--- src/rtl/knn_vote_if.sv ---
// rtl/knn_vote_if.sv - handshake and data bundle between distance sorter, knn_vote and its consumer
interface knn_vote_if #(
    parameter int N = 8,
    parameter int W = 16
);
    logic         in_valid;
    logic         in_ready;
    logic [W-1:0] distance_in [N];
    logic [W-1:0] type_in     [N];
    logic         out_valid;
    logic         out_ready;
    logic [W-1:0] class_out;
    logic [W-1:0] votes_out;
    logic [W-1:0] dist_out;
    logic         no_vote;

    // Upstream sorter plus downstream consumer side
    modport master (
        output in_valid, distance_in, type_in, out_ready,
        input  in_ready, out_valid, class_out, votes_out, dist_out, no_vote
    );

    // Classifier side
    modport slave (
        input  in_valid, distance_in, type_in, out_ready,
        output in_ready, out_valid, class_out, votes_out, dist_out, no_vote
    );
endinterface

--- src/rtl/knn_vote.sv ---
// rtl/knn_vote.sv - sequential K-nearest-neighbour majority vote with nearest-first tie-break
module knn_vote #(
    parameter int N = 8,
    parameter int W = 16,
    parameter int K = 3,
    parameter int C = 4
) (
    input  logic      clk,
    input  logic      rst,
    knn_vote_if.slave bus
);
    localparam int CW = $clog2(K + 1);
    localparam int FW = (K > 1) ? $clog2(K) : 1;
    localparam int SW = (C > 1) ? $clog2(C) : 1;

    typedef enum logic [1:0] {
        S_IDLE,
        S_COUNT,
        S_DECIDE,
        S_DONE
    } state_t;

    state_t        state_q;

    // Snapshot of the K nearest entries taken on the accept edge
    logic [W-1:0]  ent_dist_q [K];
    logic [W-1:0]  ent_type_q [K];

    // Per-class vote count, sorted position of first member and its distance
    logic [CW-1:0] cnt_q      [C];
    logic [FW-1:0] first_q    [C];
    logic [W-1:0]  fdist_q    [C];

    logic [FW-1:0] idx_q;
    logic [SW-1:0] cls_q;

    logic [CW-1:0] best_cnt_q;
    logic [FW-1:0] best_first_q;
    logic [SW-1:0] best_cls_q;
    logic [W-1:0]  best_dist_q;

    logic          in_ready_q;
    logic          out_valid_q;
    logic [W-1:0]  class_out_q;
    logic [W-1:0]  votes_out_q;
    logic [W-1:0]  dist_out_q;
    logic          no_vote_q;

    logic [W-1:0]  cur_type;
    logic          cur_legal;
    logic [SW-1:0] cur_cls;

    logic          take;
    logic [CW-1:0] best_cnt_d;
    logic [FW-1:0] best_first_d;
    logic [SW-1:0] best_cls_d;
    logic [W-1:0]  best_dist_d;

    logic          unused_tail;

    assign bus.in_ready  = in_ready_q;
    assign bus.out_valid = out_valid_q;
    assign bus.class_out = class_out_q;
    assign bus.votes_out = votes_out_q;
    assign bus.dist_out  = dist_out_q;
    assign bus.no_vote   = no_vote_q;

    // Decode the entry being counted this cycle; labels compare at full width
    always_comb begin
        cur_type  = ent_type_q[idx_q];
        cur_legal = (cur_type < W'(C));
        cur_cls   = cur_type[SW-1:0];
    end

    // Running best while scanning classes; later class wins ties only if its first member is nearer
    always_comb begin
        take = (cnt_q[cls_q] > best_cnt_q) ||
               ((cnt_q[cls_q] == best_cnt_q) && (cnt_q[cls_q] != '0) &&
                (first_q[cls_q] < best_first_q));
        best_cnt_d   = best_cnt_q;
        best_first_d = best_first_q;
        best_cls_d   = best_cls_q;
        best_dist_d  = best_dist_q;
        if (take) begin
            best_cnt_d   = cnt_q[cls_q];
            best_first_d = first_q[cls_q];
            best_cls_d   = cls_q;
            best_dist_d  = fdist_q[cls_q];
        end
    end

    // Entries beyond the K voters are never looked at
    always_comb begin
        unused_tail = 1'b0;
        for (int i = K; i < N; i++) begin
            unused_tail = unused_tail ^ (^bus.distance_in[i]) ^ (^bus.type_in[i]);
        end
    end

    // Control FSM with registered handshake and result outputs
    always_ff @(posedge clk or posedge rst) begin
        if (rst) begin
            state_q      <= S_IDLE;
            in_ready_q   <= 1'b1;
            out_valid_q  <= 1'b0;
            class_out_q  <= '0;
            votes_out_q  <= '0;
            dist_out_q   <= '0;
            no_vote_q    <= 1'b0;
            idx_q        <= '0;
            cls_q        <= '0;
            best_cnt_q   <= '0;
            best_first_q <= '0;
            best_cls_q   <= '0;
            best_dist_q  <= '0;
            for (int c = 0; c < C; c++) begin
                cnt_q[c]   <= '0;
                first_q[c] <= '0;
                fdist_q[c] <= '0;
            end
            for (int i = 0; i < K; i++) begin
                ent_dist_q[i] <= '0;
                ent_type_q[i] <= '0;
            end
        end else begin
            case (state_q)
                S_IDLE: begin
                    if (bus.in_valid && in_ready_q) begin
                        for (int i = 0; i < K; i++) begin
                            ent_dist_q[i] <= bus.distance_in[i];
                            ent_type_q[i] <= bus.type_in[i];
                        end
                        for (int c = 0; c < C; c++) begin
                            cnt_q[c]   <= '0;
                            first_q[c] <= '0;
                            fdist_q[c] <= '0;
                        end
                        idx_q      <= '0;
                        in_ready_q <= 1'b0;
                        state_q    <= S_COUNT;
                    end
                end
                S_COUNT: begin
                    if (cur_legal) begin
                        cnt_q[cur_cls] <= cnt_q[cur_cls] + CW'(1);
                        if (cnt_q[cur_cls] == '0) begin
                            first_q[cur_cls] <= idx_q;
                            fdist_q[cur_cls] <= ent_dist_q[idx_q];
                        end
                    end
                    if (idx_q == FW'(K - 1)) begin
                        cls_q        <= '0;
                        best_cnt_q   <= '0;
                        best_first_q <= '0;
                        best_cls_q   <= '0;
                        best_dist_q  <= '0;
                        state_q      <= S_DECIDE;
                    end else begin
                        idx_q <= idx_q + FW'(1);
                    end
                end
                S_DECIDE: begin
                    best_cnt_q   <= best_cnt_d;
                    best_first_q <= best_first_d;
                    best_cls_q   <= best_cls_d;
                    best_dist_q  <= best_dist_d;
                    if (cls_q == SW'(C - 1)) begin
                        if (best_cnt_d == '0) begin
                            class_out_q <= '0;
                            votes_out_q <= '0;
                            dist_out_q  <= '0;
                            no_vote_q   <= 1'b1;
                        end else begin
                            class_out_q <= W'(best_cls_d);
                            votes_out_q <= W'(best_cnt_d);
                            dist_out_q  <= best_dist_d;
                            no_vote_q   <= 1'b0;
                        end
                        out_valid_q <= 1'b1;
                        state_q     <= S_DONE;
                    end else begin
                        cls_q <= cls_q + SW'(1);
                    end
                end
                S_DONE: begin
                    if (bus.out_ready) begin
                        out_valid_q <= 1'b0;
                        in_ready_q  <= 1'b1;
                        state_q     <= S_IDLE;
                    end
                end
                default: begin
                    state_q <= S_IDLE;
                end
            endcase
        end
    end
endmodule

--- src/flat_wrapper.sv ---
// flat-port wrapper written by rule: the top's interface ports become plain ports
module knn_vote_flat 
#(
    parameter int N = 8,
    parameter int W = 16,
    parameter int K = 3,
    parameter int C = 4
)
  (clk, rst, bus_in_valid, bus_distance_in, bus_type_in, bus_out_ready, bus_in_ready, bus_out_valid, bus_class_out, bus_votes_out, bus_dist_out, bus_no_vote);
  knn_vote_if #(.N(N), .W(W)) bus_i ();
  input  logic clk;
  input  logic rst;
  input wire logic [$bits(bus_i.in_valid)-1:0] bus_in_valid;
  input wire logic [$bits(bus_i.distance_in)-1:0] bus_distance_in;
  input wire logic [$bits(bus_i.type_in)-1:0] bus_type_in;
  input wire logic [$bits(bus_i.out_ready)-1:0] bus_out_ready;
  output wire logic [$bits(bus_i.in_ready)-1:0] bus_in_ready;
  output wire logic [$bits(bus_i.out_valid)-1:0] bus_out_valid;
  output wire logic [$bits(bus_i.class_out)-1:0] bus_class_out;
  output wire logic [$bits(bus_i.votes_out)-1:0] bus_votes_out;
  output wire logic [$bits(bus_i.dist_out)-1:0] bus_dist_out;
  output wire logic [$bits(bus_i.no_vote)-1:0] bus_no_vote;
  assign bus_i.in_valid = bus_in_valid;
  assign bus_i.distance_in = {>>{bus_distance_in}};
  assign bus_i.type_in = {>>{bus_type_in}};
  assign bus_i.out_ready = bus_out_ready;
  assign bus_in_ready = bus_i.in_ready;
  assign bus_out_valid = bus_i.out_valid;
  assign bus_class_out = bus_i.class_out;
  assign bus_votes_out = bus_i.votes_out;
  assign bus_dist_out = bus_i.dist_out;
  assign bus_no_vote = bus_i.no_vote;
  knn_vote #(.N(N), .W(W), .K(K), .C(C)) u_core (.clk(clk), .rst(rst), .bus(bus_i));
endmodule
--- config.mk ---
export PLATFORM = sky130hd
export DESIGN_NAME = knn_vote_flat
export DESIGN_NICKNAME = d
export VERILOG_FILES = /design/src/rtl/knn_vote_if.sv /design/src/rtl/knn_vote.sv /design/src/flat_wrapper.sv
export SDC_FILE = /design/constraint.sdc
export NUM_CORES = 1
export LEC_CHECK = 0
export BUFFER_PORTS_ARGS = -buffer_cell sky130_fd_sc_hd__buf_4
export CAP_MARGIN = 40
export CORE_MARGIN = 5
export CORE_UTILIZATION = 57
export DETAILED_ROUTE_END_ITERATION = 12
export GPL_TIMING_DRIVEN = 0
export PLACE_DENSITY = 0.95
export SYNTH_ARGS = -nofsm -noshare
export SYNTH_HDL_FRONTEND = slang
export SYNTH_SLANG_ARGS = --single-unit
--- constraint.sdc ---
create_clock -name clk -period 13.17 [get_ports clk]
set_input_delay 0.6585 -clock clk [delete_from_list [all_inputs] [get_ports clk]]
set_output_delay 0.6585 -clock clk [all_outputs]
set_load 0.02 [all_outputs]
# Word-level counts from Yosys, hierarchy flattened
# Index checks and enable logic that the tools add are counted.
# op_classes
n_lt_le_gt_ge	7
mux	65
multipliers	0
addsub	3
shifts	0
bitwise	3
n_div	0
n_eq_ne	15
reduce_logical	24
# ops
operator	n
$mux W64	3
$mux W16	10
$pmux W64 S2	1
$bmux W16 S2	3
$bwmux W64	1
$mux W2	20
$demux W16 S2	1
$mux W8	4
$pmux W16 S2	1
$pmux W8 S2	2
$pmux W2 S2	5
$reduce_and A3 Y1	6
$bwmux W8	2
$lt A16 B3 Y1 const B	1
$bmux W2 S2	3
$ne A2 B1 Y1 const B	6
$reduce_bool A2 Y1	5
$ge A3 B3 Y1 const B	3
$not A2 Y3	3
$eq A2 B2 Y1 const B	4
$pmux W2 S4	1
$reduce_and A4 Y1	2
$add A2 B1 Y2 const B	3
$logic_not A2 Y1	3
12 further kinds	24
# totals
ff_bits	255
inputBits	260
latch_bits	0
word_cells	148
mem_bits_ro	0
out_inout_bits	51
mem_count	0
ram_bits	0

# Depth between registers and ports, before layout
# Gate-level depths: netlist (run 1).
# depth
ltp_word	13
ltp_mapped	13
mapped_depth_nobuf	9

# Worst setup path after synthesis (run 1)
# OpenSTA, ideal clock, no wires.
# synth_timing
kind	register -> register
from	register u_core.cls_q[1]
to	register u_core.class_out_q[0] (netlist: u_core.bus.class_out[0])
path_buffers	4
stages_incl_launch_ff	11
path_slack_ns	9.669
required_ns	13.038
setup_time_ns	0.132
arrival_ns	3.369
synth_period_minus_slack_ns	3.501
path_cell_list	dfrtp_1 clkbuf_1 buf_1 clkbuf_1 mux4_2 ha_1 o21a_1 o41ai_4 buf_2 mux2i_1 o21ai_1
# synth_between
elab_chain_len	11
elab_cells_between_ends	20
cone_classes	order compare: 2; eq/ne: 2; mux: 9; bitwise: 1; reduce/logical: 6
# synth_lines
item	line	rtl
from (decl)	knn_vote.sv:35	logic [SW-1:0] cls_q;
from (signal assigned)	knn_vote.sv:182	cls_q <= cls_q + SW'(1);
$not A2 Y3 (not written as such)	n/a	
$bmux W2 S2	knn_vote.sv:77, knn_vote.sv:78, knn_vote.sv:85	
$mux W2 (not written as such) (2 in a row)	knn_vote.sv:77, knn_vote.sv:78, knn_vote.sv:85	
$eq A2 B2 Y1 / $reduce_bool A2 Y1 (equally long branches)	knn_vote.sv:78	((cnt_q[cls_q] == best_cnt_q) && (cnt_q[cls_q] != '0) &&
$logic_and A1 B1 Y1 (2 in a row)	knn_vote.sv:78	
$logic_or A1 B1 Y1	knn_vote.sv:77	take = (cnt_q[cls_q] > best_cnt_q) ||
$mux W2	knn_vote.sv:84	if (take) begin
$logic_not A2 Y1	knn_vote.sv:168	if (best_cnt_d == '0) begin
$mux W2	knn_vote.sv:168	
to (signal assigned)	knn_vote.sv:174	class_out_q <= W'(best_cls_d);
to (decl)	knn_vote.sv:44	logic [W-1:0] class_out_q;
# Several ways; a longest one is shown, not always the timed one. The select of a mux whose other input is x is not followed.
# A chain may end at the register's enable or synchronous reset.

# Final worst setup path (run 1)
# layout_timing
from	register u_core.cls_q[1]
to	register u_core.dist_out_q[6] (netlist: u_core.bus.dist_out[6])
# layout_between
elab_chain_len	11
elab_cells_between_ends	23
cone_classes	order compare: 2; eq/ne: 2; mux: 12; bitwise: 1; reduce/logical: 6
# layout_lines
item	line	rtl
$not A2 Y3 (not written as such)	n/a	
$bmux W2 S2	knn_vote.sv:77, knn_vote.sv:78, knn_vote.sv:85	
$mux W2 (not written as such) (2 in a row)	knn_vote.sv:77, knn_vote.sv:78, knn_vote.sv:85	
$eq A2 B2 Y1 / $reduce_bool A2 Y1 (equally long branches)	knn_vote.sv:78	
$logic_and A1 B1 Y1 (2 in a row)	knn_vote.sv:78	
$logic_or A1 B1 Y1	knn_vote.sv:77	
$mux W2	knn_vote.sv:84	
$logic_not A2 Y1	knn_vote.sv:168	
$mux W16	knn_vote.sv:168	
to (signal assigned)	knn_vote.sv:176	dist_out_q <= best_dist_d;
to (decl)	knn_vote.sv:46	logic [W-1:0] dist_out_q;
# Several ways; a longest one is shown, not always the timed one. The select of a mux whose other input is x is not followed.

==> results.md, run 1 <==
* Syn_area_per_cell at 12.32 um^2
* Cells after Synth at 877
* PortBufs at 122
* WL final at roughly 28000 um
* Synth top area share at 52.34%
* Root buffer cell: clkbuf_16
* Total die area at approximately 22000 um^2
* Starting Density at 57.77%
* Synth area leader: dfrtp_1
* Standby leakage power at between 0.006 and 0.007 uW
* Pwr Density at 224.1 nW/um^2
* Slew Viols, Final at 0
* Initial antenna violation count at 0
* Cell area after synthesis at 10810 um^2
* EDFF count, synth at 0
* GRT Residual Overflow at 0
* Setup bufs post-CTS at 0
* Critical Path, Cell by Cell: clkbuf_1, buf_1, buf_6, clkbuf_1, mux4_2, ha_1, o21a_1, o41ai_4, o31ai_2, clkbuf_1, o21ai_1
* Seq/Total Area, Yosys at 52.58%
* Critical path type: reg -> reg
* Remaining antenna violation count after routing at 0
* Placeable Area at 18710 um^2
* H-tree Lvls at 1
* Nets at around 1300
* Vias at 8165
* Most frequent cells in the layout: dfrtp_1 (226), buf_4 (151), mux2_2 (107)
* Area growth, synth to finish at 19.85%
* TritonCTS Sinks at 227
* Core Util, Final at between 60 and 70%
* Ports at 311
* Tot Pwr at 2903 uW
* Metal-1 WL at approximately 11000 um
* Top delay family on crit path: buffers and inverters
* Top cells by area, synth: dfrtp_1 (52%), mux2_2 (11%), and4_1 (5.2%)
* Vias per inst at between 6 and 7
* Vias in the first global route at 8567
* Final Critical Period at 4344 ps
* Setup crit end kind: flop
* CTS clock-pin slew for the worst setup and hold paths at 60 ps
* Fillers at 1255
* Antenna diodes at 0
* Sw frac at 39.08%
* CTS hold repair buffers at 0
* Post-route DRC violation count at 0
* Hold slack at 19.14 ps
* Post-DP HPWL at 19870 um
* Sequential Power Share at 35.7%
* DR WL met2 at around 13000 um
* CP max-delay cell: o31ai_2
* Num CTS Buffers at 23
* Asr flop ratio synth at 100.0%
* Worst-case clock buffer depth at 3
* Share of layout cells above drive strength 1 at 30.78%
* Register area at 5682 um^2
* Pin count of the biggest net entering global routing at 129
* Initial DRC Count at 674
* Clock latency on the worst-skew pair at 520 ps
* Worst-path fanout max at 10
* Switching pwr at 1134 uW
* Slew @ Worst Pin at 812.3 ps
* GPL Wtd Cong at 0.9069
* CTS tree: done
* Clock share of power at 22.7%
* Setup TNS at 0 ps
* F_max at 0.2302 GHz
* Arrival @ worst endpoint at 4720 ps
* Site row count at 50
* Final setup fails at 0
* WL/cell at approximately 22 um
* DIE WIDTH at ~150 um
* Slew HR at 45.85%
* CP Launch Type: flop
* RSZ-0062 raised after global routing: false
* Synth Flop Type: dfrtp_1
* DR pass1 iterations at 5
* Max-Cap Viols at 0
* Commonest non-fill, non-tap cell in the layout: dfrtp_1
* CP required at between 10000 and 15000 ps
* HP Class: in -> async
* Wire length of the first global-routing pass at 45770 um
* Yosys synthesis warning count at 0
* Status: finished clean
* Footprint of the multi-input gates at ~4700 um^2
* Tcrit/Tclk final at 32.98%
* Int Pwr at 1768 uW
* Total track usage at 25.93%
* Highest metal layer with signal wires: met4
* CTS resizes at 0
* WL met3 at 2744 um
* Maximum VDD drop at 0.1467 mV
* Peak per-stage delay on the critical path at 670 ps
* Comb pwr share at 41.6%
* Final Hold Fails at 0
* Worst Path Buf+Inv at 5
* Most frequent CP cell: clkbuf_1
* Cell variety after synth at 49
* Die height at 147.7 um
* Skew final at 20.67 ps
* #FFs+latches synth at 227
per-layer routing:
layer  global-route usage [%]  vias to the layer above
met4                    7.922                        0
met5                        0                        -
li1                         -                     3566
met1                    34.59                     4059
met3                    6.652                       78
met2                    42.23                      462
worst reg2reg max path: cells and delay by family (launching register included):
family | cells | cell delay (ps)
compound gates | 4 | 1110
fa+ha+maj | 1 | 300
buf+inv | 5 | 1990
flops | 1 | 350
mux | 1 | 450
through the flow:
step / setup slack (ps) / std cells / instance area, um^2
global placement: 4038 / 1260 / 12120
global route: 8593 / 1303 / 12950
detailed placement: 8637 / 1262 / 12180
floorplan: 6294 / 904 / 10910
CTS: 8637 / 1302 / 12940
finish: 8826 / 1303 / 12950
final cells by class:
cell class | instances | area share [%]
Clock inverter | 9 | 0.8116
Sequential cell | 227 | 43.87
Tap cell | 234 | 2.261
Multi-Input combinational cell | 565 | 36.21
Buffer | 93 | 3.585
Clock buffer | 31 | 5.063
Timing Repair Buffer | 125 | 7.585
Inverter | 19 | 0.6087
kinds of logic (layout without fill, tap and decap cells):
logic type,Yosys count,in the layout,share of synthesized area [%]
compound gates,172,172,11.79
other cells,1,28,0.03470
fa+ha+maj,11,11,1.274
flops,227,227,52.58
mux,165,165,18.84
simple gates,189,189,10.53
buf+inv,112,277,4.956
flip-flops by register name, indices dropped and copies added, names as in the netlist:
signal / flops
u_core.best_cls_q: 2
u_core.best_cnt_q: 2
u_core.best_dist_q: 16
u_core.best_first_q: 2
u_core.bus.class_out: 2
u_core.bus.dist_out: 16
u_core.bus.in_ready: 1
u_core.bus.no_vote: 1
u_core.bus.out_valid: 1
u_core.bus.votes_out: 2
u_core.cls_q: 2
u_core.cnt_q: 8
u_core.ent_dist_q: 48
u_core.ent_type_q: 48
u_core.fdist_q: 64
u_core.first_q: 8
u_core.idx_q: 2
u_core.state_q: 2
power groups by stage:
| stage | combinational [uW] | sequential (uW) | clock [uW] |
|---|---|---|---|
| after floorplan | 852 | 996 | 0 |
| after global placement | 1110 | 1020 | 0 |
| after detailed placement | 1170 | 1040 | 0 |
| after CTS | 1180 | 1030 | 664 |
| after global routing | 1300 | 1050 | 692 |
| final | 1210 | 1040 | 659 |
final timing paths:
kind | depth (start not counted) | from | slack (ps) | to
max in group asynchronous | 4 | rst | 11930 | u_core.cnt_q[4]$_DFFE_PP0P_
worst min register to register | 1 | u_core.fdist_q[32]$_DFFE_PP0P_ | 470 | u_core.fdist_q[32]$_DFFE_PP0P_
worst min-delay path | 2 | rst | 20 | u_core.bus.votes_out[0]$_DFFE_PP0P_
worst max register to register | 11 | u_core.cls_q[1]$_DFFE_PP0P_ | 8830 | u_core.bus.dist_out[6]$_DFFE_PP0P_
worst max-delay path | 11 | u_core.cls_q[1]$_DFFE_PP0P_ | 8830 | u_core.bus.dist_out[6]$_DFFE_PP0P_
min in group clk | 2 | bus_type_in[126] | 360 | u_core.ent_type_q[46]$_DFFE_PP0P_
synth_stat cells, drive strengths merged (17+ instances only):
cell / n
a21o: 64
a22o: 22
and4: 64
buf: 40
clkbuf: 53
dfrtp: 226
inv: 18
mux2: 107
mux2i: 38
mux4: 20
nand2: 54
nor2: 26
nor4: 17
o21ai: 35
No activity file was read; power rests on OpenSTA's default activity.
==> run 2, diff against run 1 <==
--- a/config.mk
+++ b/config.mk
@@ -8,10 +8,10 @@
 export BUFFER_PORTS_ARGS = -buffer_cell sky130_fd_sc_hd__buf_4
 export CAP_MARGIN = 40
 export CORE_MARGIN = 5
-export CORE_UTILIZATION = 57
+export CORE_UTILIZATION = 52
 export DETAILED_ROUTE_END_ITERATION = 12
 export GPL_TIMING_DRIVEN = 0
-export PLACE_DENSITY = 0.95
+export PLACE_DENSITY = 0.89
 export SYNTH_ARGS = -nofsm -noshare
 export SYNTH_HDL_FRONTEND = slang
 export SYNTH_SLANG_ARGS = --single-unit
==> constraint.sdc (replaced) <==
create_clock -name clk -period 4 [get_ports clk]
set_input_delay 0.2 -clock clk [delete_from_list [all_inputs] [get_ports clk]]
set_output_delay 0.2 -clock clk [all_outputs]
set_load 0.02 [all_outputs]
==> run 2 against run 1 <==
Compared with the run above: setup slack worse by 8700 ps; clock skew about the same; combinational power rose to 3.4 times the previous value; clock-buffer cell count up 4; clock power rose to 3.4 times the previous value; flip-flop and latch count unchanged; critical path depth up 1; hold slack better by 140 ps; register-to-register slack worse by 8700 ps; global-route usage up 0.73 points; first-iteration DRC count down 12%; die area up 8.9%; critical path type unchanged; highest routed layer unchanged.
==> results.md, run 2 (synthesis results as in run 1) <==
* Tot Pwr at about 10000 uW
* Crit Reg-Reg Startpoint: u_core.idx_q[0]$_DFFE_PP0P_
* H-tree Lvls at 1
* HP Class: in -> reg
* Met1 GRT Util at 34.34%
* Max-Cap Viols at 0
* Site row count at 52
* Starting Density at between 50% and 60%
* Die height at 154.2 um
* GRT busiest layer: met2
* Share of layout cells above drive strength 1 at ~29%
* Setup crit end kind: flop
* CP Launch Type: flop
* Core Util, Final at slightly below 70%
* Slew Viols, Final at 0
* CP required at 4450 ps
* Vias per inst at 5.985
* Comb pwr share at 42.1%
* Most frequent cells in the layout: dfrtp_1 (226), buf_4 (151), mux2_2 (107)
* Worst-case clock buffer depth at 3
* Slew HR at 44.54%
* Maximum VDD drop at 0.4140 mV
* Initial antenna violation count at 2
* Vias in the first global route at between 9000 and 10000
* Root buffer cell: clkbuf_16
* Status: finished clean
* Met3 GRT Util at ~6.9%
* Sw frac at about two fifths
* Post-route cell area at 14080 um^2
* Num CTS Buffers at 25
* Final Critical Period at roughly 3800 ps
* Initial DRC Count at roughly 590
* Worst-path fanout max at 10
* Post-route DRC violation count at 0
* Clock share of power at roughly 23%
* Placed Area at 12280 um^2
* Final setup fails at 0
* Standby leakage power at about 0.0070 uW
* Pwr Density at a little under 700 nW/um^2
* Hold slack at 161.7 ps
* Reg-to-reg endpoint: u_core.fdist_q[55]$_DFFE_PP0P_
* Clock latency on the worst-skew pair at 530 ps
* TritonCTS Sinks at between 200 and 250
* Post-DP HPWL at 19690 um
* DIE WIDTH at 154.2 um
* Final Hold Fails at 0
* Pin count of the biggest net entering global routing at 39
* Commonest non-fill, non-tap cell in the layout: dfrtp_1
* Skew final at approximately 20 ps
* WHS Endpoint: u_core.state_q[0]$_DFFE_PP0P_
* Top reg by flops: u_core.fdist_q
* Slew @ Worst Pin at 831.9 ps
* WL final at 31860 um
* Remaining antenna violation count after routing at 0
* Arrival @ worst endpoint at 4300 ps
* Hold Path Depth at 4
* Met2 usage at between 40% and 50%
* Placeable Area at roughly 20000 um^2
* PortBufs at between 100 and 150
* R2r setup slk at 150 ps
* CTS clock-pin slew for the worst setup and hold paths at roughly 60 ps
* Switching pwr at 3886 uW
* Critical path type: reg -> reg
* Wire length of the first global-routing pass at 50970 um
* Area growth, synth to finish at 30.34%
* Largest register FFs at 64
* Vias at 8648
* Nets at 1428
* Total die area at 23760 um^2
* F_max at 0.2599 GHz
* Ports at approximately 310
* Hold path startpoint: bus_in_valid
* GPL Wtd Cong at 0.8806
* R2R depth at 12
* DR pass1 iterations at 6
* RSZ-0062 raised after global routing: true
* GRT Residual Overflow at 0
* Int Pwr at 5921 uW
* CTS tree: done
* Top Registers: u_core.fdist_q: 64 flops, u_core.ent_dist_q: 48 flops, u_core.ent_type_q: 48 flops
* WL/cell at 22.05 um
* Tcrit/Tclk final at 96.17%
* Total track usage at 26.67%
* Sequential Power Share at 35.2%
==> run 2: changes by cell type in the layout (fill, tap and decap cells not counted), sizes merged <==
| cell | previous run | this run |
|---|---|---|
| buf | 165 | 167 |
| bufinv | 2 | 1 |
| clkbuf | 84 | 88 |
| clkinv | 6 | 7 |
| diode | 0 | 2 |
| dlygate4sd3 | 0 | 99 |
| inv | 19 | 18 |
==> run 2: layout make-up <==
type,instances,area (um^2)
clock buffers,35,713.2
plain buffers,92,465.4
repair buffers,227,2027
well taps,270,337.8
multi-input cells,565,4710
fillers,1349,6281
flip-flops and latches,227,5682
diodes,2,5.005
inverters,19,75.07
clock inverters,8,68.82
==> run 2: worst max-delay path by stage <==
stage	slack [ps]	cells past startpoint	from	to
after floorplan	500	10	u_core.cls_q[1]$_DFFE_PP0P_	u_core.bus.class_out[0]$_DFFE_PP0P_
after global placement	-450	10	u_core.cls_q[1]$_DFFE_PP0P_	u_core.bus.dist_out[3]$_DFFE_PP0P_
after detailed placement	-480	10	u_core.cls_q[1]$_DFFE_PP0P_	u_core.bus.class_out[0]$_DFFE_PP0P_
after CTS	20	11	u_core.idx_q[0]$_DFFE_PP0P_	u_core.fdist_q[6]$_DFFE_PP0P_
after global routing	-20	12	u_core.idx_q[0]$_DFFE_PP0P_	u_core.fdist_q[55]$_DFFE_PP0P_
final	150	12	u_core.idx_q[0]$_DFFE_PP0P_	u_core.fdist_q[55]$_DFFE_PP0P_
==> run 2: routing by layer <==
layer,up-vias,routed length [um]
met5,-,0
met4,0,1204
met3,91,3088
met2,512,15150
met1,4285,12420
li1,3760,-
==> run 2: what timing repair did <==
item | CTS | global route
setup endpoints to repair | 43 | 84
hold endpoints to repair | 133 | 0
resized for setup | 2 | 8
buffers inserted | 0 | 0
pin swaps | 0 | 1
hold buffers | 99 | 0
==> run 2: metrics by stage <==
stage / setup slack (ps) / std cells / TNS (ps)
after floorplan: 499.1 / 904 / 0
after global placement: -452.4 / 1296 / -107770
after detailed placement: -478.1 / 1302 / -17170
after CTS: 15.68 / 1443 / 0
after global routing: -17.78 / 1445 / -57.34
final: 153.1 / 1445 / 0
==> run 2: power groups by stage <==
stage	registers, uW	logic [uW]	clock network (uW)
after global placement	3340	3690	0
after global routing	3490	4430	2340
after CTS	3360	3960	2220
after detailed placement	3390	3840	0
final	3450	4130	2220
after floorplan	3280	2810	0
==> run 2: critical path, stage by stage, from the launching register on <==
cell      delay [ps]
dfrtp_1          320
clkbuf_1         340
clkbuf_1         390
buf_1            470
o211ai_1         180
o211ai_1         150
nand2_1          110
ha_1             190
o21a_1           220
clkbuf_2         210
nand3_1          420
clkbuf_1         550
a21o_1           210
